==> config.mk <==
export PLATFORM = sky130hd
export DESIGN_NAME = bkm_data_step_scoreboard
export DESIGN_NICKNAME = d
export VERILOG_FILES = /design/src/rtl/bkm_data_step_scoreboard_pkg.sv /design/src/rtl/bkm_data_step_scoreboard_fifo.sv /design/src/rtl/bkm_data_step_scoreboard.sv
export SDC_FILE = /design/constraint.sdc
export NUM_CORES = 2
export LEC_CHECK = 0
export CAP_MARGIN = 15
export CELL_PAD_IN_SITES_DETAIL_PLACEMENT = 1
export CELL_PAD_IN_SITES_GLOBAL_PLACEMENT = 2
export CORE_AREA = 2 2 465 467
export CTS_BUF_LIST = sky130_fd_sc_hd__clkbuf_16
export DETAILED_ROUTE_END_ITERATION = 16
export DIE_AREA = 0 0 467 469
export DONT_BUFFER_PORTS = 1
export PLACE_DENSITY = 0.65
export SYNTH_ARGS = -nofsm -noshare
export SYNTH_HDL_FRONTEND = slang
export SYNTH_SLANG_ARGS = --single-unit
export TNS_END_PERCENT = 30
==> constraint.sdc <==
create_clock -name clk -period 13.02 [get_ports clk]
set_input_delay 1.302 -clock clk [delete_from_list [all_inputs] [get_ports clk]]
set_output_delay 1.302 -clock clk [all_outputs]
set_load 0.005 [all_outputs]
==> src/rtl/bkm_data_step_scoreboard_pkg.sv <==
// bkm_data_step_scoreboard_pkg: shared FSM encoding and default counter width
package bkm_data_step_scoreboard_pkg;
    typedef enum logic [1:0] {
        IDLE   = 2'd0,
        ACTIVE = 2'd1,
        FAILED = 2'd2
    } sb_state_e;
    localparam int CW_DEFAULT = 32;
endpackage

==> src/rtl/bkm_data_step_scoreboard_fifo.sv <==
// bkm_data_step_scoreboard_fifo: synchronous FIFO holding {exp_X,exp_Y} pairs
module bkm_data_step_scoreboard_fifo #(
    parameter int W2    = 128,
    parameter int DEPTH = 8
) (
    input  logic                     clk,
    input  logic                     arst,
    input  logic                     srst,
    input  logic                     push,
    input  logic                     pop,
    input  logic [W2-1:0]            din,
    output logic [W2-1:0]            dout,
    output logic                     full,
    output logic                     empty,
    output logic [$clog2(DEPTH):0]   cnt
);
    localparam int AW = $clog2(DEPTH);
    logic [W2-1:0] mem_q [DEPTH];
    logic [AW-1:0] wr_q, rd_q;
    logic [AW:0]   cnt_q;
    logic          push_ok, pop_ok;
    assign full    = cnt_q == (AW+1)'(DEPTH);
    assign empty   = cnt_q == '0;
    assign cnt     = cnt_q;
    assign dout    = mem_q[rd_q];
    assign pop_ok  = pop & ~empty;
    // a full FIFO still accepts a push when the same cycle frees a slot
    assign push_ok = push & (~full | pop_ok);
    always_ff @(posedge clk) begin
        if (push_ok) mem_q[wr_q] <= din;
    end
    always_ff @(posedge clk or negedge arst) begin
        if (!arst) begin
            wr_q  <= '0;
            rd_q  <= '0;
            cnt_q <= '0;
        end else if (srst) begin
            wr_q  <= '0;
            rd_q  <= '0;
            cnt_q <= '0;
        end else begin
            wr_q  <= wr_q + AW'(push_ok);
            rd_q  <= rd_q + AW'(pop_ok);
            cnt_q <= cnt_q + (AW+1)'(push_ok) - (AW+1)'(pop_ok);
        end
    end
endmodule

==> src/rtl/bkm_data_step_scoreboard.sv <==
// bkm_data_step_scoreboard: in-order expected/observed X,Y checker with counters and sticky status
// Define BKM_SB_TOL_EN to accept |exp-obs| <= TOL per coordinate instead of exact equality.
module bkm_data_step_scoreboard
    import bkm_data_step_scoreboard_pkg::*;
#(
    parameter int W     = 64,
    parameter int DEPTH = 8,
    parameter int CW    = CW_DEFAULT,
    parameter int TOL   = 0
) (
    input  logic                     clk,
    input  logic                     arst,
    input  logic                     srst,
    input  logic                     enable,
    input  logic                     exp_valid,
    input  logic [W-1:0]             exp_X,
    input  logic [W-1:0]             exp_Y,
    input  logic                     obs_valid,
    input  logic [W-1:0]             res_X_np1,
    input  logic [W-1:0]             res_Y_np1,
    output logic [CW-1:0]            match_cnt,
    output logic [CW-1:0]            err_cnt,
    output logic                     err_flag,
    output logic                     ovf_flag,
    output logic                     udf_flag,
    output logic [4*W-1:0]           first_err,
    output logic [$clog2(DEPTH):0]   fifo_cnt,
    output logic                     busy
);
    logic            push, pop, full, empty, cmp_ok, cmp_pass, cmp_fail;
    logic [2*W-1:0]  fifo_dout;
    sb_state_e       state_q, state_d;
    logic            cmp_vld_q, cmp_vld_d, ovf_q, ovf_d, udf_q, udf_d;
    logic [4*W-1:0]  cmp_q, cmp_d, first_err_q, first_err_d;
    logic [CW-1:0]   match_cnt_q, match_cnt_d, err_cnt_q, err_cnt_d;

    assign push = enable & exp_valid;
    assign pop  = enable & obs_valid & ~empty;

    bkm_data_step_scoreboard_fifo #(.W2(2*W), .DEPTH(DEPTH)) u_fifo (
        .clk   (clk),
        .arst  (arst),
        .srst  (srst),
        .push  (push),
        .pop   (pop),
        .din   ({exp_X, exp_Y}),
        .dout  (fifo_dout),
        .full  (full),
        .empty (empty),
        .cnt   (fifo_cnt)
    );

`ifdef BKM_SB_TOL_EN
    function automatic logic near(input logic [W-1:0] a, input logic [W-1:0] b);
        logic signed [W:0] d;
        logic [W:0]        m;
        d = $signed({a[W-1], a}) - $signed({b[W-1], b});
        m = d[W] ? -d : d;
        return m <= (W+1)'(TOL);
    endfunction
    assign cmp_ok = near(cmp_q[4*W-1:3*W], cmp_q[2*W-1:W]) & near(cmp_q[3*W-1:2*W], cmp_q[W-1:0]);
`else
    logic unused_tol;
    assign unused_tol = ^TOL;
    assign cmp_ok = (cmp_q[4*W-1:3*W] == cmp_q[2*W-1:W]) & (cmp_q[3*W-1:2*W] == cmp_q[W-1:0]);
`endif

    // the compare captured on the previous pop resolves only while enabled
    assign cmp_pass = enable & cmp_vld_q & cmp_ok;
    assign cmp_fail = enable & cmp_vld_q & ~cmp_ok;

    always_comb begin
        cmp_vld_d   = enable ? pop : cmp_vld_q;
        cmp_d       = pop ? {fifo_dout, res_X_np1, res_Y_np1} : cmp_q;
        match_cnt_d = (cmp_pass & ~&match_cnt_q) ? match_cnt_q + 1'b1 : match_cnt_q;
        err_cnt_d   = (cmp_fail & ~&err_cnt_q) ? err_cnt_q + 1'b1 : err_cnt_q;
        ovf_d       = ovf_q | (push & full & ~pop);
        udf_d       = udf_q | (enable & obs_valid & empty);
        first_err_d = (cmp_fail & state_q != FAILED) ? cmp_q : first_err_q;
        state_d     = cmp_fail                                     ? FAILED :
                      (enable & state_q == IDLE & push)            ? ACTIVE :
                      (enable & state_q == ACTIVE & empty & ~push) ? IDLE   : state_q;
    end

    always_ff @(posedge clk or negedge arst) begin
        if (!arst) begin
            state_q     <= IDLE;
            cmp_vld_q   <= 1'b0;
            cmp_q       <= '0;
            match_cnt_q <= '0;
            err_cnt_q   <= '0;
            ovf_q       <= 1'b0;
            udf_q       <= 1'b0;
            first_err_q <= '0;
        end else if (srst) begin
            state_q     <= IDLE;
            cmp_vld_q   <= 1'b0;
            cmp_q       <= '0;
            match_cnt_q <= '0;
            err_cnt_q   <= '0;
            ovf_q       <= 1'b0;
            udf_q       <= 1'b0;
            first_err_q <= '0;
        end else begin
            state_q     <= state_d;
            cmp_vld_q   <= cmp_vld_d;
            cmp_q       <= cmp_d;
            match_cnt_q <= match_cnt_d;
            err_cnt_q   <= err_cnt_d;
            ovf_q       <= ovf_d;
            udf_q       <= udf_d;
            first_err_q <= first_err_d;
        end
    end

    assign match_cnt = match_cnt_q;
    assign err_cnt   = err_cnt_q;
    assign err_flag  = state_q == FAILED;
    assign ovf_flag  = ovf_q;
    assign udf_flag  = udf_q;
    assign first_err = first_err_q;
    assign busy      = ~empty;
endmodule

==> results.sh <==
export IMPL_outcome="complete, but fails checks"
export IMPL_violations="slew limit"
export IMPL_final_cell_utilization_of_the_core=0.342
export IMPL_fmax_ghz=0.155
export IMPL_area_used_by_multi_input_combinational_logic_mm2=0.0173
export IMPL_flow_area_growth_from_synthesis_pct=14.3
export IMPL_wire_length_of_the_first_global_routing_pass_mm=289
export IMPL_placedCellCount=6594
export IMPL_timing_clock_skew_ns=0.0648
export IMPL_post_route_cells_drive_above_1_share=0.149
export IMPL_max_vdd_ir_drop_mv=0.130
export IMPL_area_contributors_post_synth="sky130_fd_sc_hd__edfxtp_1 48%, sky130_fd_sc_hd__dfrtp_1 23%, sky130_fd_sc_hd__mux4_2 9.0%, sky130_fd_sc_hd__mux2i_1 6.0%, sky130_fd_sc_hd__nor2_1 2.6%"
export IMPL_finalNetCount=4215
export IMPL_synth_most_common_cell="sky130_fd_sc_hd__edfxtp_1"
export IMPL_die_width_um=467
export IMPL_synth_fp_nets=4217
export IMPL_timing_final_max_slew_violations=188
export IMPL_final_antenna_net_count=0
export IMPL_dp_hpwl_mm=133
export IMPL_r2r_end="first_err[161]"
export IMPL_timing_slew_headroom=-0.466
export IMPL_grt_setup_unrepaired="false"
export IMPL_initial_utilization=0.299
export IMPL_vias_in_the_first_global_route=36525
export IMPL_worst_endpoint_arrival_ns=7.10
export IMPL_total_of_fill_cells_in_the_finished_design=21749
export IMPL_ys_ff_latch=1615
export IMPL_worst_slew_pin_slew_ns=2.20
export IMPL_wl_per_cell_um=29.8
export IMPL_postCtsHoldBufs=0
export IMPL_path_clk_slew_ns=0.06
export IMPL_grt_max_degree=609
export IMPL_synth_top_area_cell="sky130_fd_sc_hd__edfxtp_1"
export IMPL_regToRegSetupSlack_ns=6.56
export IMPL_endpoints_failing_hold=0
export IMPL_area_sequential_mm2=0.0455
export IMPL_worstReg2RegStart="cmp_q[255]"
export IMPL_p_per_area_mw_per_mm2=170
export IMPL_finalWirelength_mm=207
export IMPL_total_power_mw=12.4
export IMPL_cts_bufs_inserted=180
export IMPL_async_flop_share=0.366
export IMPL_synth_enable_flop_cells=1024
export IMPL_num_rows=170
export IMPL_post_route_drc_count=0
export IMPL_netlist_instances=3944
export IMPL_critical_path_startpoint_type="flop"
export IMPL_syn_avg_cell_area_um2=16.2
export IMPL_htree_num_levels=4
export IMPL_finalNonFillerCells=6947
export IMPL_route_detailed_vias_per_inst=4.94
export IMPL_clkSinkCount=1615
export IMPL_end_kind="flop"
export IMPL_final_setup_tns_ns=0
export IMPL_setup_violations=0
export IMPL_period_share=0.496
export IMPL_synth_cells_most_frequent="1024 x sky130_fd_sc_hd__edfxtp_1, 591 x sky130_fd_sc_hd__dfrtp_1, 442 x sky130_fd_sc_hd__nor2_1"
export IMPL_routed_via_count=34350
export IMPL_worst_r2r_path_depth=10
export IMPL_floorplan_die_area_mm2=0.219
export IMPL_port_buffer_count=0
export IMPL_netlist_area_leader_share=0.481
export IMPL_seq_area_frac_synth=0.712
export IMPL_antenna_found_initial=26
export IMPL_place_gp_congestion=0.766
export IMPL_min_delay_path_class="in2async"
export IMPL_postCtsSetupRepairBufs=0
export IMPL_floorplan_io_pins=590
export IMPL_placement_setup_worst_slack_ns=6.24
export IMPL_root_buffer="sky130_fd_sc_hd__clkbuf_16"
export IMPL_worst_skew_pair_late_latency_ns=0.84
export IMPL_detailedRoute_firstIterationViolations=2135
export IMPL_max_cap_violations=0
export IMPL_power_leakage_nw=26.8
export IMPL_final_critical_path_setup_slack_ns=6.56
export IMPL_clock_tree_from_tritoncts="built"
export IMPL_synth_cell_area_mm2=0.0639
export IMPL_grt_ovfl_total=0
export IMPL_yosys_warnings=0
export IMPL_die_height_um=469
export IMPL_timing_worst_setup_path_type="reg2reg"
export IMPL_dr_pass1_iters=5
export IMPL_cts_max_path_buffers=3
export IMPL_core_area_mm2=0.214
export IMPL_groute_usage_overall=0.187
export IMPL_synthDistinctLibCells=50
export IMPL_worst_path_required_time_ns=13.66
export IMPL_min_period_ns=6.46
export IMPL_ctsResizeCount=0
export IMPL_worst_path_max_fanout=47
export IMPL_synthFlopType="sky130_fd_sc_hd__edfxtp_1"
-- flip-flops by register name, indices dropped and copies added, names as in the netlist --
name and cells:
state_q 2, first_err 256, err_cnt 32, u_fifo.cnt 4, ovf_flag 1, u_fifo.mem_q 1024, u_fifo.wr_q 3, udf_flag 1
u_fifo.rd_q 3, cmp_q 256, match_cnt 32, cmp_vld_q 1
-- layer usage --
metal | global-route usage | wire length (um) | vias up
met2 | 0.301 | 97300 | 873
met4 | 0.0529 | 5600 | 16
met1 | 0.234 | 85100 | 18370
met3 | 0.0727 | 18700 | 259
met5 | 0 | 100 | -
li1 | - | - | 14832
-- worst max-delay path, cell delays in order (launching register included) --
cell and delay (ns):
sky130_fd_sc_hd__dfrtp_1 0.46, sky130_fd_sc_hd__xnor2_1 0.76, sky130_fd_sc_hd__nand4_1 0.53, sky130_fd_sc_hd__nor4_1 0.79
sky130_fd_sc_hd__nand4_1 0.31, sky130_fd_sc_hd__nor2_2 0.71, sky130_fd_sc_hd__or3_4 0.67, sky130_fd_sc_hd__buf_4 0.83
sky130_fd_sc_hd__buf_4 0.72, sky130_fd_sc_hd__mux2i_1 0.27, sky130_fd_sc_hd__nor2_1 0.06
-- worst max-delay path by stage --
| stage | startpoint | endpoint |
|---|---|---|
| after floorplan | enable | u_fifo.mem_q[0][0] |
| after global placement | cmp_q[165] | first_err[193] |
| after detailed placement | cmp_q[255] | first_err[66] |
| after CTS | cmp_q[255] | first_err[155] |
| after global routing | cmp_q[255] | first_err[184] |
| final | cmp_q[255] | first_err[161] |
-- per-stage QoR --
step / hold WS (ns) / cell area (um2)
2_1_floorplan: 0.486 / 63900
3_3_place_gp: 0.503 / 66900
3_5_place_dp: 0.525 / 66900
4_1_cts: 0.127 / 72900
5_1_grt: 0.130 / 73000
6_report: 0.191 / 73100
-- logic make-up after synthesis --
logic type,synth area share
adders and majority gates,0.00227
and+or+nand+nor,0.0629
muxes,0.153
xor gates and xnor gates,0.0197
DFF,0.712
AOI/OAI and AO/OA,0.0320
buffers and inverters,0.0179
-- report_power, final --
part	switching (mW)	internal, mW
combinational	0.874	0.543
clock	2.18	2.96
sequential	0.222	5.67
-- layout make-up --
class | instances | share of cell area
diodes | 9 | 0.000308
flip-flops and latches | 1615 | 0.623
repair buffers | 55 | 0.00767
clock buffers | 181 | 0.0620
multi-input cells | 2079 | 0.237
clock inverters | 159 | 0.0201
well taps | 2838 | 0.0486
inverters | 11 | 0.000565
-- cell usage in the layout, fill, tap and decap left out, drive strengths merged, types with 26 or more instances in the layout --
master	instances
a211oi	128
a21oi	168
buf	55
clkbuf	181
clkinv	76
dfrtp	591
edfxtp	1024
inv	69
mux2i	385
mux4	256
nand2	289
nand3	37
nand4	46
nor2	443
o21ai	27
or3	26
xnor2	142
Note: power is estimated with default switching activity, not from simulation.
